`config.mk`:
```
export PLATFORM = sky130hd
export DESIGN_NAME = sd_access_arb
export DESIGN_NICKNAME = d
export VERILOG_FILES = /design/src/rtl/sd_pkg.sv /design/src/rtl/sd_wdog.sv /design/src/rtl/sd_access_arb.sv
export SDC_FILE = /design/constraint.sdc
export NUM_CORES = 1
export LEC_CHECK = 0
export CAP_MARGIN = 20
export CORE_ASPECT_RATIO = 0.75
export CORE_MARGIN = 1
export CORE_UTILIZATION = 45
export CTS_BUF_LIST = sky130_fd_sc_hd__clkbuf_2 sky130_fd_sc_hd__clkbuf_4 sky130_fd_sc_hd__clkbuf_8
export CTS_CLUSTER_DIAMETER = 150
export DETAILED_ROUTE_END_ITERATION = 16
export MAX_ROUTING_LAYER = met4
export PLACE_DENSITY = 0.67
export SKIP_CTS_REPAIR_TIMING = 1
export SYNTH_ARGS = -nofsm -noshare
export SYNTH_HDL_FRONTEND = slang
export SYNTH_SLANG_ARGS = --single-unit
export TNS_END_PERCENT = 10
```
`constraint.sdc`:
```
create_clock -name clk -period 4.6 [get_ports clk]
set_input_delay 0.92 -clock clk [delete_from_list [all_inputs] [get_ports clk]]
set_output_delay 0.92 -clock clk [all_outputs]
set_load 0.05 [all_outputs]
```
`src/rtl/sd_pkg.sv`:
```
// Shared definitions for the SD card access arbiter: the state encoding,
// the engine reset length and the default tuning constants.
package sd_pkg;

    typedef enum logic [2:0] {
        RST_ENG,
        INIT,
        INIT_ACK,
        READY,
        RD,
        WR,
        ACK,
        FAIL
    } sd_state_t;

    localparam int          RST_ENG_LEN    = 4;
    localparam logic [23:0] TMO_CYCLES_DEF = 24'd12_000_000;
    localparam int          ACK_HOLD_DEF   = 16;
    localparam int          INIT_RETRY_DEF = 3;
    localparam int          CNT_W          = 16;

    // States in which the engine may hang and the watchdog has to run
    function automatic logic is_timed(input sd_state_t s);
        return (s == INIT) || (s == RD) || (s == WR);
    endfunction

endpackage

```
`src/rtl/sd_wdog.sv`:
```
// Loadable down-counter used as the SD engine watchdog. Load arms it with
// the cycle budget, clear disarms it, expired is raised while it is armed,
// enabled and has run down to zero.
module sd_wdog #(
    parameter int W = 24
) (
    input  logic         clk,
    input  logic         rst,
    input  logic         clear,
    input  logic         load,
    input  logic [W-1:0] load_val,
    input  logic         en,
    output logic         expired
);

    logic [W-1:0] count;
    logic         armed;

    // Count down while enabled; clear and load take priority over counting
    always_ff @(posedge clk) begin
        if (rst || clear) begin
            count <= '0;
            armed <= 1'b0;
        end else if (load) begin
            count <= load_val;
            armed <= 1'b1;
        end else if (en && armed && (count != '0)) begin
            count <= count - 1'b1;
        end
    end

    assign expired = armed && en && (count == '0);

endmodule

```
`src/rtl/sd_access_arb.sv`:
```
// Arbiter between a read and a write requester sharing one SD engine.
// Sequences engine reset and init, grants transfers round-robin and holds
// the fifo_busy acknowledge long enough for the slow sd_ck domain.
// Optional watchdog / retry / permanent failure: define SD_ACCESS_TIMEOUT_EN.
module sd_access_arb
    import sd_pkg::*;
#(
    parameter logic [23:0] TMO_CYCLES = TMO_CYCLES_DEF,
    parameter int          ACK_HOLD   = ACK_HOLD_DEF,
    parameter int          INIT_RETRY = INIT_RETRY_DEF
) (
    input  logic clk,
    input  logic rst,
    input  logic rd_req,
    input  logic wr_req,
    input  logic init_ok,
    input  logic rd_ok,
    input  logic wr_ok,
    output logic sd_init,
    output logic sd_ren,
    output logic sd_wen,
    output logic fifo_busy,
    output logic eng_rst,
    output logic rd_done,
    output logic wr_done,
    output logic xfer_err,
    output logic init_fail,
    output logic ready
);

    localparam logic [CNT_W-1:0] RST_LAST = CNT_W'(RST_ENG_LEN - 1);
    localparam logic [CNT_W-1:0] ACK_LAST = CNT_W'(ACK_HOLD - 1);

    sd_state_t        state;
    sd_state_t        next_state;
    logic [CNT_W-1:0] cnt;
    logic             last_wr;
    logic             rd_seen;
    logic             wr_seen;
    logic             ack_ok;
    logic             fail_rd;
    logic             fail_wr;
    logic             tmo_hit;
    logic             retry_left;

    // The granted engine status; last_wr doubles as the current grant
    assign ack_ok  = last_wr ? wr_ok : rd_ok;
    assign fail_rd = rd_req && !rd_seen;
    assign fail_wr = wr_req && !wr_seen && !fail_rd;

`ifdef SD_ACCESS_TIMEOUT_EN
    logic [7:0] retry_cnt;
    logic       wd_load;
    logic       wd_clear;

    assign wd_load    = (next_state != state) && is_timed(next_state);
    assign wd_clear   = (next_state != state) && !is_timed(next_state);
    assign retry_left = (int'(retry_cnt) + 1) <= INIT_RETRY;

    sd_wdog #(
        .W (24)
    ) u_wdog (
        .clk      (clk),
        .rst      (rst),
        .clear    (wd_clear),
        .load     (wd_load),
        .load_val (TMO_CYCLES - 24'd1),
        .en       (is_timed(state)),
        .expired  (tmo_hit)
    );

    // Init retry bookkeeping: cleared by a good init or a transfer timeout
    always_ff @(posedge clk) begin
        if (rst) begin
            retry_cnt <= '0;
        end else if (state == INIT && init_ok) begin
            retry_cnt <= '0;
        end else if (state == INIT && tmo_hit) begin
            retry_cnt <= retry_cnt + 1'b1;
        end else if ((state == RD || state == WR) && next_state == RST_ENG) begin
            retry_cnt <= '0;
        end
    end

    assign init_fail = (state == FAIL);
`else
    assign tmo_hit    = 1'b0;
    assign retry_left = 1'b1;
    assign init_fail  = 1'b0;
`endif

    // State register
    always_ff @(posedge clk) begin
        if (rst) begin
            state <= RST_ENG;
        end else begin
            state <= next_state;
        end
    end

    // Per-state cycle counter, restarted on every state change
    always_ff @(posedge clk) begin
        if (rst) begin
            cnt <= '0;
        end else if (next_state != state) begin
            cnt <= '0;
        end else if (cnt != '1) begin
            cnt <= cnt + 1'b1;
        end
    end

    // Round-robin history; starts as write so read wins the first tie
    always_ff @(posedge clk) begin
        if (rst) begin
            last_wr <= 1'b1;
        end else if (state == READY && next_state == RD) begin
            last_wr <= 1'b0;
        end else if (state == READY && next_state == WR) begin
            last_wr <= 1'b1;
        end
    end

    // In FAIL each request is refused once, until the requester drops it
    always_ff @(posedge clk) begin
        if (rst) begin
            rd_seen <= 1'b0;
            wr_seen <= 1'b0;
        end else begin
            rd_seen <= (state == FAIL) && rd_req && (rd_seen || fail_rd);
            wr_seen <= (state == FAIL) && wr_req && (wr_seen || fail_wr);
        end
    end

    // Next-state and completion pulses
    always_comb begin
        next_state = state;
        rd_done    = 1'b0;
        wr_done    = 1'b0;
        xfer_err   = 1'b0;
        case (state)
            RST_ENG: begin
                if (cnt == RST_LAST) next_state = INIT;
            end
            INIT: begin
                if (init_ok) begin
                    next_state = INIT_ACK;
                end else if (tmo_hit) begin
                    next_state = retry_left ? RST_ENG : FAIL;
                end
            end
            INIT_ACK: begin
                if (cnt == ACK_LAST) next_state = READY;
            end
            READY: begin
                if (rd_req && (!wr_req || last_wr)) begin
                    next_state = RD;
                end else if (wr_req) begin
                    next_state = WR;
                end
            end
            RD: begin
                if (rd_ok) begin
                    next_state = ACK;
                end else if (tmo_hit) begin
                    next_state = RST_ENG;
                    rd_done    = 1'b1;
                    xfer_err   = 1'b1;
                end
            end
            WR: begin
                if (wr_ok) begin
                    next_state = ACK;
                end else if (tmo_hit) begin
                    next_state = RST_ENG;
                    wr_done    = 1'b1;
                    xfer_err   = 1'b1;
                end
            end
            ACK: begin
                if (cnt >= ACK_LAST && !ack_ok) begin
                    next_state = READY;
                    rd_done    = !last_wr;
                    wr_done    = last_wr;
                end
            end
            FAIL: begin
                rd_done  = fail_rd;
                wr_done  = fail_wr;
                xfer_err = fail_rd || fail_wr;
            end
            default: next_state = RST_ENG;
        endcase
    end

    assign eng_rst   = (state == RST_ENG);
    assign sd_init   = (state == INIT);
    assign sd_ren    = (state == RD);
    assign sd_wen    = (state == WR);
    assign fifo_busy = (state == INIT_ACK) || (state == ACK);
    assign ready     = (state == READY);

endmodule

```
==> results of run 1 <==
-- cells by family after synthesis --
family | count (synthesis) | synth area share (%)
simple gates | 72 | 33.3
fa+ha+maj | 1 | 0.883
other cells | 1 | 0.265
compound gates | 39 | 24.2
mux | 4 | 2.92
flops | 22 | 31.1
xor+xnor | 1 | 0.618
buf+inv | 15 | 6.71
-- power groups by stage --
stage / Clock (mW) / Sequential, mW / Combinational, mW
2_1_floorplan: 0 / 0.203 / 0.0443
3_3_place_gp: 0 / 0.207 / 0.0496
3_5_place_dp: 0 / 0.207 / 0.0509
4_1_cts: 0.141 / 0.202 / 0.0509
5_1_grt: 0.148 / 0.204 / 0.0556
6_report: 0.137 / 0.203 / 0.0504
-- cell usage after synthesis (2+ instances only) --
| cell type | number |
|---|---|
| o31ai_1 | 3 |
| a211oi_2 | 6 |
| nor2b_1 | 3 |
| o22ai_1 | 2 |
| and3b_1 | 2 |
| inv_1 | 6 |
| dfxtp_1 | 22 |
| nand3_1 | 6 |
| nand2b_1 | 3 |
| buf_4 | 3 |
| nand2_1 | 9 |
| o21ai_0 | 6 |
| buf_2 | 3 |
| or3_1 | 5 |
| nor3_2 | 4 |
| nor2_1 | 6 |
| nor3b_1 | 3 |
| nand4_1 | 4 |
| nand4_2 | 2 |
| a2111oi_2 | 2 |
| nor4_1 | 10 |
| nor3_1 | 4 |
| a21oi_1 | 6 |
| a31oi_1 | 3 |
| mux2i_1 | 3 |
-- worst paths after layout --
| path | depth (start not counted) | to | from | slack [ps] |
|---|---|---|---|---|
| min reg2reg | 2 | wr_seen$_SDFF_PP0_ | wr_seen$_SDFF_PP0_ | 550 |
| min | 2 | wr_seen$_SDFF_PP0_ | wr_seen$_SDFF_PP0_ | 550 |
| max | 6 | wr_done | rd_ok | 750 |
| max reg2reg | 4 | cnt[14]$_SDFFE_PP0P_ | state[1]$_SDFF_PP0_ | 2410 |
-- metrics by stage --
| step | util [%] | power (mW) | hold WS [ps] | cell area, sq um |
|---|---|---|---|---|
| floorplan | - | 0.247 | 508 | 1420 |
| finish | 53.7 | 0.390 | 554 | 1600 |
| detailed placement | 51.8 | 0.258 | 535 | 1540 |
| global route | 53.7 | 0.408 | 599 | 1600 |
| global placement | 51.8 | 0.256 | 533 | 1540 |
| CTS | 53.7 | 0.394 | 552 | 1600 |
-- final cells by class --
| cell class | count | area share (%) |
|---|---|---|
| multi-input combinational | 118 | 55.1 |
| sequential | 22 | 27.5 |
| timing repair buffer | 16 | 9.55 |
| clock buffer | 4 | 3.44 |
| tap | 38 | 2.97 |
| inverter | 6 | 1.41 |
-- flip-flops by register name, summed over array words and instances (netlist names) --
register	cells
last_wr	1
rd_seen	1
state	3
cnt	16
wr_seen	1
-- critical path, delay by kind of cell --
| family | cells | cell delay (ps) |
|---|---|---|
| AO/OA/AOI/OAI | 2 | 1010 |
| buffers and inverters | 2 | 630 |
| AND/OR/NAND/NOR | 2 | 370 |
-- per-layer routing --
metal	routed length (um)	GRT usage, %	vias to the layer above	share of wire (%)
li1	-	-	617	-
met1	1580	28.9	606	50
met2	1430	34.3	21	45
met3	115	4.09	5	3.6
met4	29	7.45	0	0.92
met5	0	-	-	0
==> impl_metrics.json, run 1 <==
{
  "grt_pass1_vias": 1177,
  "crit_type": "in2out",
  "pwr-share-seq_pct": 52.0,
  "rsz0062_at_grt": "false",
  "grt-ovfl-total": 0,
  "ir_worst_vdd_v": 0.000196,
  "final_common_cell": "dfxtp_1",
  "avgRoutedWirePerCell_um": 15.5,
  "cap_violations": 0,
  "place_inst": 200,
  "synth_seq_cells": 22,
  "vias_per_cell": 6.12,
  "finClkSkew_ps": 3.57,
  "critPathRequiredTime_ps": 3680,
  "synth_edf_count": 0,
  "area_growth_pct": 12.9,
  "dieArea_sq_um": 3380,
  "final-hold-violation-count": 0,
  "p_int_mw": 0.292,
  "cts_tree": "built",
  "grt_pass1_wl_um": 5490,
  "finalSetupViolations": 0,
  "dp_slack_ps": 786,
  "p_per_area_nw_per_um2": 244,
  "power.share.switching_pct": 25.1,
  "num-fill-cells": 287,
  "nNetsFinal": 175,
  "final_cells": 204,
  "cts_buffer_depth": 2,
  "yosys.area.top_type": "dfxtp_1",
  "synth_fp_nets": 163,
  "grt.total_usage_pct": 22.2,
  "min_period_ps": 3850,
  "worstHoldPathType": "reg2reg",
  "post-route-period-util_pct": 83.7,
  "clock.fmax_mhz": 260,
  "drt_iter0_drc": 41,
  "combPwrFrac_pct": 12.9,
  "yosysWarnings": 0,
  "cp_data_arrival_time_ps": 2930,
  "rows": 17,
  "tightestPinTransition_ps": 887,
  "die_h_um": 50.6,
  "final_cell_mix": "dfxtp_1 (22), clkdlybuf4s50_1 (13), nor4_1 (10)",
  "initial_utilization_pct": 47.6,
  "slowest_stage": "a2111oi_1",
  "clkSlewWorstSetupHoldPaths_ps": 70,
  "ant_nets": 0,
  "drt_wl_total_um": 3160,
  "vias": 1249,
  "antenna_found_initial": 0,
  "core_sq_um": 2980,
  "numPortBuffers": 15,
  "yosysSeqAreaShare_pct": 31.1,
  "setup_tns_ps": 0,
  "setup_ws_ps": 750,
  "drive_gt1_share_pct": 18.7,
  "gp_congestion": 0.832,
  "dp_hpwl_um": 2330,
  "grt_max_degree": 17,
  "drc": 0,
  "clkLatencyLatePin_ps": 260,
  "cts_root_buf": "clkbuf_8",
  "pin_count": 17,
  "cts_max_level": 1,
  "yosys-top-cells-area": "dfxtp_1 (31%), a211oi_2 (5.3%), nor4_1 (4.4%)",
  "ys_types": 54,
  "crit_path_end_kind": "output port",
  "p_leak_nw": 0.520,
  "status": "completed",
  "die_width_um": 66.8,
  "netlist_instances": 155,
  "critPathMaxFanout": 3,
  "firstDrtPassIters": 4,
  "ff_latch_area_sq_um": 440,
  "antenna_cells": 0,
  "avgSynthCellArea_sq_um": 9.14,
  "synth_top_area_share_pct": 31.1,
  "drv_slew": 0,
  "numCtsBuffers": 3,
  "multi_input_area_sq_um": 881,
  "synthArstFlopShare_pct": 0,
  "switchingPower_mw": 0.0978,
  "syn_area_sq_um": 1420,
  "slew_headroom_pct": 40.7,
  "path_cells": "clkdlybuf4s50_1 -> nor2b_1 -> a2111oi_1 -> nand3_1 -> o22ai_1 -> buf_4",
  "clkSinkCount": 22,
  "synth-main-ff-cell": "dfxtp_1",
  "max_stage_delay_ps": 810,
  "setup.worst_path.start_class": "input pin",
  "clockPowerShare_pct": 35.0
}
Power figures use the tool's default switching activity.
==> run 2: changes to the inputs <==
Clock period 4.6 ns to 3.7 ns, I/O delays scaled along.
==> impl_metrics.json, run 2 (synthesized netlist as in run 1, its figures left out) <==
{
  "status": "completed",
  "r2r_cells": 5,
  "clkSinkCount": 22,
  "switchingPower_mw": 0.125,
  "cts_root_buf": "clkbuf_8",
  "initial_utilization_pct": 47.6,
  "cp_data_arrival_time_ps": 2470,
  "hold_start": "wr_seen$_SDFF_PP0_",
  "utilization_pct": 54.3,
  "dieArea_sq_um": 3380,
  "place_inst": 201,
  "largestRegisters": "cnt x16, state x3",
  "dp_hpwl_um": 2400,
  "final_cells": 204,
  "die_h_um": 50.6,
  "clockPowerShare_pct": 32.2,
  "slowest_stage": "clkdlybuf4s50_1",
  "final-hold-violation-count": 0,
  "grt_pass1_vias": 1106,
  "cp-startpoint": "rd_ok",
  "cts_max_level": 1,
  "drt_iter0_drc": 50,
  "p_leak_nw": 0.524,
  "setup_ws_ps": 495,
  "die_width_um": 66.8,
  "final_cell_mix": "dfxtp_1 (22), clkdlybuf4s50_1 (13), nor4_1 (10)",
  "cp.depth": 7,
  "largest_reg_flops": 16,
  "drv_slew": 0,
  "final_common_cell": "dfxtp_1",
  "timing.rr.start": "cnt[0]$_SDFFE_PP0P_",
  "pwr-share-seq_pct": 54.2,
  "antenna_found_initial": 0,
  "tightestPinTransition_ps": 723,
  "crit_path_end_kind": "output port",
  "antenna_cells": 0,
  "critPathRequiredTime_ps": 2960,
  "clock.fmax_mhz": 312,
  "grt_max_degree": 17,
  "numPortBuffers": 15,
  "ir_worst_vdd_v": 0.000218,
  "post-route-period-util_pct": 86.6,
  "top_register": "cnt",
  "cts_tree": "built",
  "setup.worst_path.start_class": "input pin",
  "cp_top_family": "buffers and inverters",
  "cap_violations": 0,
  "power.share.switching_pct": 26.8,
  "path_buf_inv": 3,
  "numCtsBuffers": 3,
  "p_int_mw": 0.341,
  "worstHoldPathType": "reg2reg",
  "finClkSkew_ps": 5.65,
  "setup_tns_ps": 0,
  "rsz0062_at_grt": "false",
  "cts_buffer_depth": 2,
  "nNetsFinal": 176,
  "pin_count": 17,
  "clkLatencyLatePin_ps": 260,
  "core_sq_um": 2980,
  "slew_headroom_pct": 51.4,
  "crit_type": "in2out",
  "gp_congestion": 0.850,
  "p_per_area_nw_per_um2": 288,
  "area_growth_pct": 14.2,
  "drive_gt1_share_pct": 18.7,
  "finalSetupViolations": 0,
  "vias": 1258,
  "min_period_ps": 3210,
  "grt-ovfl-total": 0,
  "avgRoutedWirePerCell_um": 15.8,
  "num-fill-cells": 290,
  "drt_wl_total_um": 3230,
  "path_cells": "clkdlybuf4s50_1 -> nor2b_1 -> a2111oi_1 -> buf_4 -> nand3_1 -> o22ai_1 -> buf_12",
  "critPathMaxFanout": 3,
  "firstDrtPassIters": 4,
  "combPwrFrac_pct": 13.7,
  "grt_pass1_wl_um": 5490,
  "grt.total_usage_pct": 22.1,
  "dp_slack_ps": 507,
  "min_path_cells": 2,
  "drc": 0,
  "vias_per_cell": 6.17,
  "max_stage_delay_ps": 410,
  "clkSlewWorstSetupHoldPaths_ps": 70,
  "ant_nets": 0,
  "rows": 17
}
[run 2: cell count changes in the layout (fill, tap and decap cells not counted), sizes merged]
cell    previous run  this run
buf                3         4
clkbuf             4         3
[run 2: final timing paths]
kind / end / slack, ps
worst max register to register: cnt[7]$_SDFFE_PP0P_ / 1650
worst max-delay path: wr_done / 490
worst min-delay path: wr_seen$_SDFF_PP0_ / 550
worst min register to register: wr_seen$_SDFF_PP0_ / 550
[run 2: cell type report]
type                       instances  area, sq um  share of cell area, %
clock buffer                       3         41.3                   2.55
sequential                        22          440                   27.2
tap                               38         47.5                   2.94
timing repair buffer              17          185                   11.4
inverter                           6         22.5                   1.39
multi-input combinational        118          881                   54.4
[run 2: per-stage QoR]
stage	power [mW]	hold WS (ps)	area (sq um)
2_1_floorplan	0.307	508	1420
3_3_place_gp	0.319	528	1580
3_5_place_dp	0.321	535	1580
4_1_cts	0.467	552	1620
5_1_grt	0.484	588	1620
6_report	0.465	553	1620
[run 2: metal layers]
layer | routed length (um) | up-vias | share of wire [%] | GRT usage [%]
met5 | 0 | - | 0 | -
met4 | 9 | 0 | 0.28 | 3.55
met3 | 97 | 2 | 3.0 | 4.09
met2 | 1480 | 22 | 46 | 33.5
met1 | 1650 | 614 | 51 | 30.9
li1 | - | 620 | - | -
[run 2: power by group through the flow]
stage	Combinational [mW]	Sequential (mW)	Clock, mW
after global placement	0.0621	0.257	0
after CTS	0.0642	0.251	0.151
final	0.0636	0.252	0.150
after floorplan	0.0551	0.252	0
after detailed placement	0.0639	0.257	0
after global routing	0.0691	0.253	0.162
[run 2: worst reg2reg max path, stage by stage (launching register included)]
cell and delay [ps]:
dfxtp_1 390, ha_1 260, nand2_1 200, nor4_1 700, o21ai_0 230, a211oi_2 200
